## config.mk

```make
export PLATFORM = sky130hd
export DESIGN_NAME = pipe_beat_deser
export DESIGN_NICKNAME = d
export VERILOG_FILES = /design/src/rtl/pipe_beat_deser.sv
export SDC_FILE = /design/constraint.sdc
export NUM_CORES = 1
export LEC_CHECK = 0
export CAP_MARGIN = 30
export CORE_MARGIN = 4
export CORE_UTILIZATION = 50
export DETAILED_ROUTE_END_ITERATION = 8
export PLACE_DENSITY = 0.85
export SYNTH_ARGS = -nofsm -noshare
export SYNTH_HDL_FRONTEND = slang
export SYNTH_SLANG_ARGS = --single-unit
```

## constraint.sdc

```tcl
create_clock -name CLK -period 6.85 [get_ports CLK]
set_input_delay 1.7125 -clock CLK [delete_from_list [all_inputs] [get_ports CLK]]
set_output_delay 1.7125 -clock CLK [all_outputs]
set_load 0.1 [all_outputs]
```

## src/rtl/pipe_beat_deser.sv

```systemverilog
// pipe_beat_deser
// Receive side of the narrow beat link for method pipes. Beats of BEAT bits
// are collected into one WIDTH-bit message and offered to a PipeIn-style
// consumer. Frames that end early (short) or run past NBEATS beats (long)
// are dropped and reported as framing errors.
//
// Ports
//   CLK         rising-edge clock
//   RST         asynchronous active-high reset
//   beat_valid  link beat present
//   beat_data   beat payload (BEAT bits)
//   beat_last   final beat of a frame
//   beat_ready  registered beat accept
//   enq_valid   assembled message available
//   enq_data    assembled message (WIDTH bits)
//   enq_ready   consumer accepts the message
//   err_pulse   one-cycle pulse per framing error
//   msg_count   delivered messages, wraps at 2^16
//   err_count   framing errors, saturates at 255
module pipe_beat_deser #(
  parameter int WIDTH = 96,
  parameter int BEAT  = 32
) (
  input  logic             CLK,
  input  logic             RST,
  input  logic             beat_valid,
  input  logic [BEAT-1:0]  beat_data,
  input  logic             beat_last,
  output logic             beat_ready,
  output logic             enq_valid,
  output logic [WIDTH-1:0] enq_data,
  input  logic             enq_ready,
  output logic             err_pulse,
  output logic [15:0]      msg_count,
  output logic [7:0]       err_count
);

  localparam int NBEATS = WIDTH / BEAT;
  localparam int IDXW   = (NBEATS > 1) ? $clog2(NBEATS) : 1;
  localparam logic [IDXW-1:0] IDX_LAST = IDXW'(NBEATS - 1);

  typedef enum logic [1:0] {
    ST_COLLECT = 2'd0,
    ST_FULL    = 2'd1,
    ST_DISCARD = 2'd2
  } state_t;

  state_t           state_q, state_d;
  logic [IDXW-1:0]  idx_q, idx_d;
  logic             beat_ready_q, beat_ready_d;
  logic             enq_valid_q, enq_valid_d;
  logic [WIDTH-1:0] enq_data_q, enq_data_d;
  logic             err_pulse_q, err_pulse_d;
  logic [15:0]      msg_count_q, msg_count_d;
  logic [7:0]       err_count_q, err_count_d;

  logic beat_fire_s;
  logic enq_fire_s;
  logic idx_last_s;

  // Handshake decodes; beat_ready_q is already low in FULL, so no state gating needed.
  assign beat_fire_s = beat_valid && beat_ready_q;
  assign enq_fire_s  = enq_valid_q && enq_ready;
  assign idx_last_s  = (idx_q == IDX_LAST);

  // State and beat-index register.
  always_ff @(posedge CLK or posedge RST) begin
    if (RST) begin
      state_q <= ST_COLLECT;
      idx_q   <= '0;
    end else begin
      state_q <= state_d;
      idx_q   <= idx_d;
    end
  end

  // Next-state logic: framing decisions on each accepted beat.
  always_comb begin
    state_d = state_q;
    idx_d   = idx_q;
    case (state_q)
      ST_COLLECT: begin
        if (beat_fire_s) begin
          if (idx_last_s) begin
            // Last slot filled: good frame if marked last, else it overruns.
            state_d = beat_last ? ST_FULL : ST_DISCARD;
            idx_d   = '0;
          end else if (beat_last) begin
            // Short frame: restart assembly in place.
            state_d = ST_COLLECT;
            idx_d   = '0;
          end else begin
            state_d = ST_COLLECT;
            idx_d   = idx_q + IDXW'(1);
          end
        end else begin
          state_d = ST_COLLECT;
        end
      end
      ST_FULL: begin
        if (enq_fire_s) begin
          state_d = ST_COLLECT;
        end else begin
          state_d = ST_FULL;
        end
      end
      ST_DISCARD: begin
        if (beat_fire_s && beat_last) begin
          state_d = ST_COLLECT;
          idx_d   = '0;
        end else begin
          state_d = ST_DISCARD;
        end
      end
      default: begin
        state_d = ST_COLLECT;
        idx_d   = '0;
      end
    endcase
  end

  // Output next-values: handshakes follow the next state so they are registered.
  always_comb begin
    beat_ready_d = (state_d != ST_FULL);
    enq_valid_d  = (state_d == ST_FULL);
    err_pulse_d  = 1'b0;
    case (state_q)
      ST_COLLECT: begin
        if (beat_fire_s) begin
          err_pulse_d = (idx_last_s != beat_last);
        end else begin
          err_pulse_d = 1'b0;
        end
      end
      default: begin
        err_pulse_d = 1'b0;
      end
    endcase

    if (enq_fire_s) begin
      msg_count_d = msg_count_q + 16'd1;
    end else begin
      msg_count_d = msg_count_q;
    end

    if (err_pulse_d && (err_count_q != 8'd255)) begin
      err_count_d = err_count_q + 8'd1;
    end else begin
      err_count_d = err_count_q;
    end
  end

  // Payload slot write; slots are never cleared, enq_valid qualifies them.
  always_comb begin
    enq_data_d = enq_data_q;
    for (int b = 0; b < NBEATS; b++) begin
      if ((state_q == ST_COLLECT) && beat_fire_s && (idx_q == IDXW'(b))) begin
        enq_data_d[b*BEAT +: BEAT] = beat_data;
      end else begin
        enq_data_d[b*BEAT +: BEAT] = enq_data_q[b*BEAT +: BEAT];
      end
    end
  end

  // Output and counter registers.
  always_ff @(posedge CLK or posedge RST) begin
    if (RST) begin
      beat_ready_q <= 1'b0;
      enq_valid_q  <= 1'b0;
      enq_data_q   <= '0;
      err_pulse_q  <= 1'b0;
      msg_count_q  <= 16'd0;
      err_count_q  <= 8'd0;
    end else begin
      beat_ready_q <= beat_ready_d;
      enq_valid_q  <= enq_valid_d;
      enq_data_q   <= enq_data_d;
      err_pulse_q  <= err_pulse_d;
      msg_count_q  <= msg_count_d;
      err_count_q  <= err_count_d;
    end
  end

  assign beat_ready = beat_ready_q;
  assign enq_valid  = enq_valid_q;
  assign enq_data   = enq_data_q;
  assign err_pulse  = err_pulse_q;
  assign msg_count  = msg_count_q;
  assign err_count  = err_count_q;

endmodule

```

==> impl_metrics.json, run 1 <==
{
  "grt_max_degree": 72,
  "crit_path_max_incr_delay_ps": 1180,
  "min_period_ps": 3830,
  "cts_setup_buffers": 0,
  "die_area_sq_mm": 0.0121,
  "ctsHoldBuffers": 0,
  "nets": 552,
  "path_clk_slew_ps": 60,
  "hold_violations": 0,
  "grt_antenna_before_repair": 0,
  "rows": 37,
  "grt_overflow": 0,
  "drt-total-wl_mm": 11.7,
  "drc_errors": 0,
  "port_buffers": 159,
  "max_freq_mhz": 261,
  "path_cells": "clkdlybuf4s50_1",
  "die_y_um": 110,
  "drt-initial-drc-count": 127,
  "crit_fanout": 6,
  "avgSynthCellArea_sq_um": 15.4,
  "clk_latency_ps": 500,
  "die_w_um": 110,
  "synthCells": 340,
  "met2_usage_pct": 33.7,
  "slowest_stage": "clkdlybuf4s50_1",
  "skew_ps": 9.01,
  "gr-usage-met1_pct": 25.4,
  "num_io_pins": 160,
  "area_growth_pct": 42.9,
  "hold_class": "reg2reg",
  "hpwl_mm": 8.15,
  "layout-drive-gt1-share_pct": 26.3,
  "ys_ff_latch": 127,
  "root_buffer": "clkbuf_8",
  "fp.coreArea_sq_mm": 0.0102,
  "vias_per_cell": 5.16,
  "via_count": 3387,
  "htree_num_levels": 4,
  "path_delay_family": "buffers and inverters",
  "cp.required_ps": 5140,
  "crit_type": "reg2out",
  "gp_congestion": 0.816,
  "ant_nets": 0,
  "setup_viol": 0,
  "cap_violations": 0,
  "crit_arrival_ps": 2120,
  "seq_area_frac_synth_pct": 60.9,
  "rsz0062_at_grt": "false",
  "start_util_pct": 51.0,
  "setup_tns_ps": 0,
  "grt_pass1_vias": 3640,
  "period_share_pct": 55.9,
  "cp.buffers_inverters": 1,
  "worst_slew_pin_slew_ps": 1020,
  "synthDistinctLibCells": 32,
  "min_from": "msg_count[15]",
  "maxSlewHeadroom_pct": 31.5,
  "use_met3_pct": 5.07,
  "syn_area_sq_mm": 0.00522,
  "status": "finished, final reports clean",
  "wire_per_inst_um": 17.8,
  "synth_fp_nets": 384,
  "cts_buffers": 17,
  "maxSlewViolCount": 0,
  "drt-pass1-iter-count": 4,
  "clockBufferDepth": 2,
  "final_cell_mix": "159 x clkdlybuf4s50_1, 127 x dfrtp_1, 70 x mux2_2",
  "critPathLaunchType": "register",
  "synth-warning-count": 0,
  "grt_most_used_layer": "met2",
  "post_cts_resized": 0,
  "endpoint_kind": "output pin",
  "tritoncts": "built",
  "clock-sinks": 127,
  "final_common_cell": "clkdlybuf4s50_1",
  "crit_start": "msg_count[4]",
  "diodes": 0,
  "worstReg2RegStart": "idx_q[0]",
  "track_usage_pct": 20.1,
  "grt_pass1_wl_mm": 18.6
}
[per-layer routing]
metal,part of all wire [%],wire length (um)
met1,43,5030
met2,50,5880
met3,5.2,603
met4,1.4,161
met5,0,0
[kinds of logic after synthesis]
family / count (synthesis) / share of synthesized area (%)
multiplexers: 100 / 23.7
adder cells (fa/ha/maj): 7 / 1.68
AND/OR/NAND/NOR: 58 / 6.52
buffers and inverters: 18 / 2.73
flip-flops: 127 / 60.9
AO/OA/AOI/OAI: 12 / 1.44
XOR/XNOR: 18 / 3.02
[path summary, 6_finish.rpt]
| check | endpoint | slack (ps) | cells after the start |
|---|---|---|---|
| worst max-delay path | msg_count[4] | 3020 | 1 |
| min in group asynchronous | enq_data[18] | 1740 | 2 |
| max in group asynchronous | msg_count[10] | 3850 | 3 |
| worst min-delay path | msg_count[15] | 490 | 1 |
| worst max register to register | err_count[6] | 4840 | 6 |
| worst min register to register | msg_count[15] | 490 | 1 |
[layout make-up]
cell class	instances	area [sq um]
clock buffer	18	418
clock inverter	13	165
fill	699	2770
inverter	7	28.8
multi-input combinational	195	1900
sequential	127	3180
tap	136	170
timing repair buffer	160	1600
[per-stage QoR]
step	setup slack, ps	utilization, %	hold slack (ps)	area (sq um)	cells
6_report	3020	72.9	492	7460	656
3_3_place_gp	3300	67.2	464	6880	625
3_5_place_dp	3260	67.2	483	6880	625
5_1_grt	2940	72.9	511	7460	656
4_1_cts	2990	72.9	491	7460	656
2_1_floorplan	1750	-	521	5220	340
[cell usage after synthesis]
| master | number | area [sq um] |
|---|---|---|
| nand2_4 | 3 | 33.8 |
| a211oi_1 | 1 | 7.51 |
| buf_6 | 10 | 113 |
| mux2_2 | 70 | 788 |
| dfrtp_1 | 127 | 3180 |
| nand2_1 | 13 | 48.8 |
| xnor2_1 | 14 | 123 |
| inv_1 | 7 | 26.3 |
| a211o_1 | 1 | 8.76 |
| and4_1 | 2 | 17.5 |
| nor2_1 | 8 | 30.0 |
| and4b_1 | 1 | 10.0 |
| nand3b_1 | 2 | 15.0 |
| and4bb_4 | 1 | 16.3 |
| nand2b_1 | 3 | 18.8 |
| o32ai_1 | 1 | 8.76 |
| o311ai_0 | 1 | 8.76 |
| mux2_4 | 30 | 450 |
| a31oi_1 | 1 | 6.26 |
| nor4_1 | 2 | 12.5 |
| nand2b_4 | 1 | 13.8 |
| nand4_1 | 5 | 31.3 |
| and3_1 | 2 | 12.5 |
| a21oi_1 | 6 | 30.0 |
| clkbuf_1 | 1 | 3.75 |
| nand4b_1 | 1 | 8.76 |
| nor3_1 | 5 | 25.0 |
| o21ai_0 | 1 | 5.00 |
| nand3_1 | 8 | 40.0 |
| nor2b_1 | 1 | 6.26 |
| ha_1 | 7 | 87.6 |
| xor2_1 | 4 | 35.0 |
[state kept, by name, summed over array words and instances (netlist names)]
signal,count
err_pulse,1
state_q,2
enq_data,96
beat_ready,1
msg_count,16
enq_valid,1
idx_q,2
err_count,8
Power of run 1 is left out: the tool's default activity adds up to more than one toggle a clock period on the data nets, which glitch-free logic cannot reach.
==> inputs of run 2 (changes only) <==
--- a/config.mk
+++ b/config.mk
@@ -7,9 +7,9 @@
 export LEC_CHECK = 0
 export CAP_MARGIN = 30
 export CORE_MARGIN = 4
-export CORE_UTILIZATION = 50
+export CORE_UTILIZATION = 47
 export DETAILED_ROUTE_END_ITERATION = 8
-export PLACE_DENSITY = 0.85
+export PLACE_DENSITY = 0.8
 export SYNTH_ARGS = -nofsm -noshare
 export SYNTH_HDL_FRONTEND = slang
 export SYNTH_SLANG_ARGS = --single-unit
==> constraint.sdc (replaced) <==
create_clock -name CLK -period 3.55 [get_ports CLK]
set_input_delay 0.8875 -clock CLK [delete_from_list [all_inputs] [get_ports CLK]]
set_output_delay 0.8875 -clock CLK [all_outputs]
set_load 0.1 [all_outputs]
==> run 2 against run 1 <==
  * Routed wire length grew 0.63%
  * Non-clock buffer count unchanged
  * Global-route usage down 1.2 points
  * Sequential share of layout area rose by 1.7 points
  * Critical path type is now in2reg
==> impl_metrics.json, run 2 (synthesis gave the netlist of run 1 again) <==
{
  "status": "finished, final reports clean",
  "worst_slew_pin_slew_ps": 693,
  "crit_path_max_incr_delay_ps": 540,
  "num_io_pins": 160,
  "path_delay_family": "simple AND/OR/NAND/NOR gates",
  "drt-initial-drc-count": 175,
  "use_met3_pct": 6.53,
  "grt_pass1_wl_mm": 18.9,
  "slowest_stage": "clkdlybuf4s50_1",
  "crit_arrival_ps": 2590,
  "start_util_pct": 48.2,
  "nets": 552,
  "port_buffers": 159,
  "clk_latency_ps": 510,
  "ctsHoldBuffers": 0,
  "clockBufferDepth": 2,
  "critPathLaunchType": "input port",
  "die_y_um": 113,
  "vias_per_cell": 5.05,
  "period_share_pct": 62.0,
  "clock-sinks": 127,
  "grt_most_used_layer": "met2",
  "crit_fanout": 32,
  "die_area_sq_mm": 0.0129,
  "rows": 38,
  "ant_nets": 0,
  "wire_per_inst_um": 17.8,
  "cts_setup_buffers": 0,
  "diodes": 0,
  "final_cell_mix": "127 x dfrtp_1, 123 x buf_4, 70 x mux2_2",
  "largest_reg_flops": 96,
  "cp.required_ps": 3940,
  "hold-worst-slack_ps": 482,
  "root_buffer": "clkbuf_8",
  "final_common_cell": "dfrtp_1",
  "grt_pass1_vias": 3499,
  "hpwl_mm": 7.72,
  "post_cts_resized": 0,
  "grt_antenna_before_repair": 0,
  "setup_viol": 0,
  "met2_usage_pct": 30.4,
  "track_usage_pct": 18.9,
  "max_freq_mhz": 454,
  "drc_errors": 0,
  "drt-pass1-iter-count": 4,
  "setup_tns_ps": 0,
  "rsz0062_at_grt": "false",
  "via_count": 3335,
  "gr-usage-met1_pct": 24.4,
  "layout-drive-gt1-share_pct": 50.0,
  "cp.buffers_inverters": 1,
  "drt-total-wl_mm": 11.8,
  "fp.coreArea_sq_mm": 0.0108,
  "tritoncts": "built",
  "cts_buffers": 17,
  "skew_ps": 7.98,
  "path_cells": "clkdlybuf4s50_1 > and4bb_4 > nand2_4 > mux2_4",
  "path_clk_slew_ps": 60,
  "htree_num_levels": 4,
  "multiInputGateArea_sq_mm": 0.00190,
  "maxSlewViolCount": 0,
  "maxSlewHeadroom_pct": 53.5,
  "hold_violations": 0,
  "grt_max_degree": 128,
  "cap_violations": 0,
  "endpoint_kind": "register",
  "fill_cells": 813,
  "crit_type": "in2reg",
  "area_growth_pct": 37.4,
  "die_w_um": 113,
  "seq_area_sq_mm": 0.00318,
  "hold_class": "reg2reg",
  "grt_overflow": 0,
  "gp_congestion": 0.803,
  "min_period_ps": 2200
}
## run 2: cell count changes in the layout (fill, tap and decap cells not counted), sizes merged
| cell | change |
|---|---|
| buf | +123 |
| clkbuf | +2 |
| clkdlybuf4s50 | -123 |
| clkinv | +2 |
| clkinvlp | -2 |
| inv | -2 |
## run 2: worst reg2reg max path, stage by stage (launching register included)
cell and delay [ps]:
dfrtp_1 430, inv_1 90, ha_1 290, ha_1 320, nand2b_4 160, nor3_1 210, mux2_2 350
## run 2: stage by stage
step                      area [sq um]  setup slack [ps]  util (%)  std cells
after floorplan                   5220              1100         -        340
after global placement            6590               862      60.8        629
after detailed placement          6590               834      60.8        629
after CTS                         7170              1350      66.2        660
after global routing              7170              1310      66.2        660
final                             7170              1350      66.2        660
## run 2: routing by layer
metal  vias up  wire length (um)
li1       1539                 -
met1      1670              5020
met2       113              5840
met3        13               738
met4         0               156
met5         -                 0
## run 2: layout make-up
type / instances / share of cell area [%]
Clock buffer: 20 / 6.21
Clock inverter: 11 / 1.95
Inverter: 7 / 0.419
Multi-Input combinational cell: 195 / 26.5
Sequential cell: 127 / 44.3
Tap cell: 140 / 2.44
Timing Repair Buffer: 160 / 18.2
## run 2: worst paths after layout
check                              start            end  slack (ps)  cells past startpoint
min                        msg_count[15]  msg_count[15]         480                      1
max in group asynchronous            RST   enq_data[36]        2120                      3
min in group asynchronous            RST   enq_data[83]         940                      3
max                           beat_valid    enq_data[0]        1350                      4
max reg2reg                     idx_q[0]   err_count[6]        1570                      6
min reg2reg                msg_count[15]  msg_count[15]         480                      1
Power of run 2 is left out for the same reason.
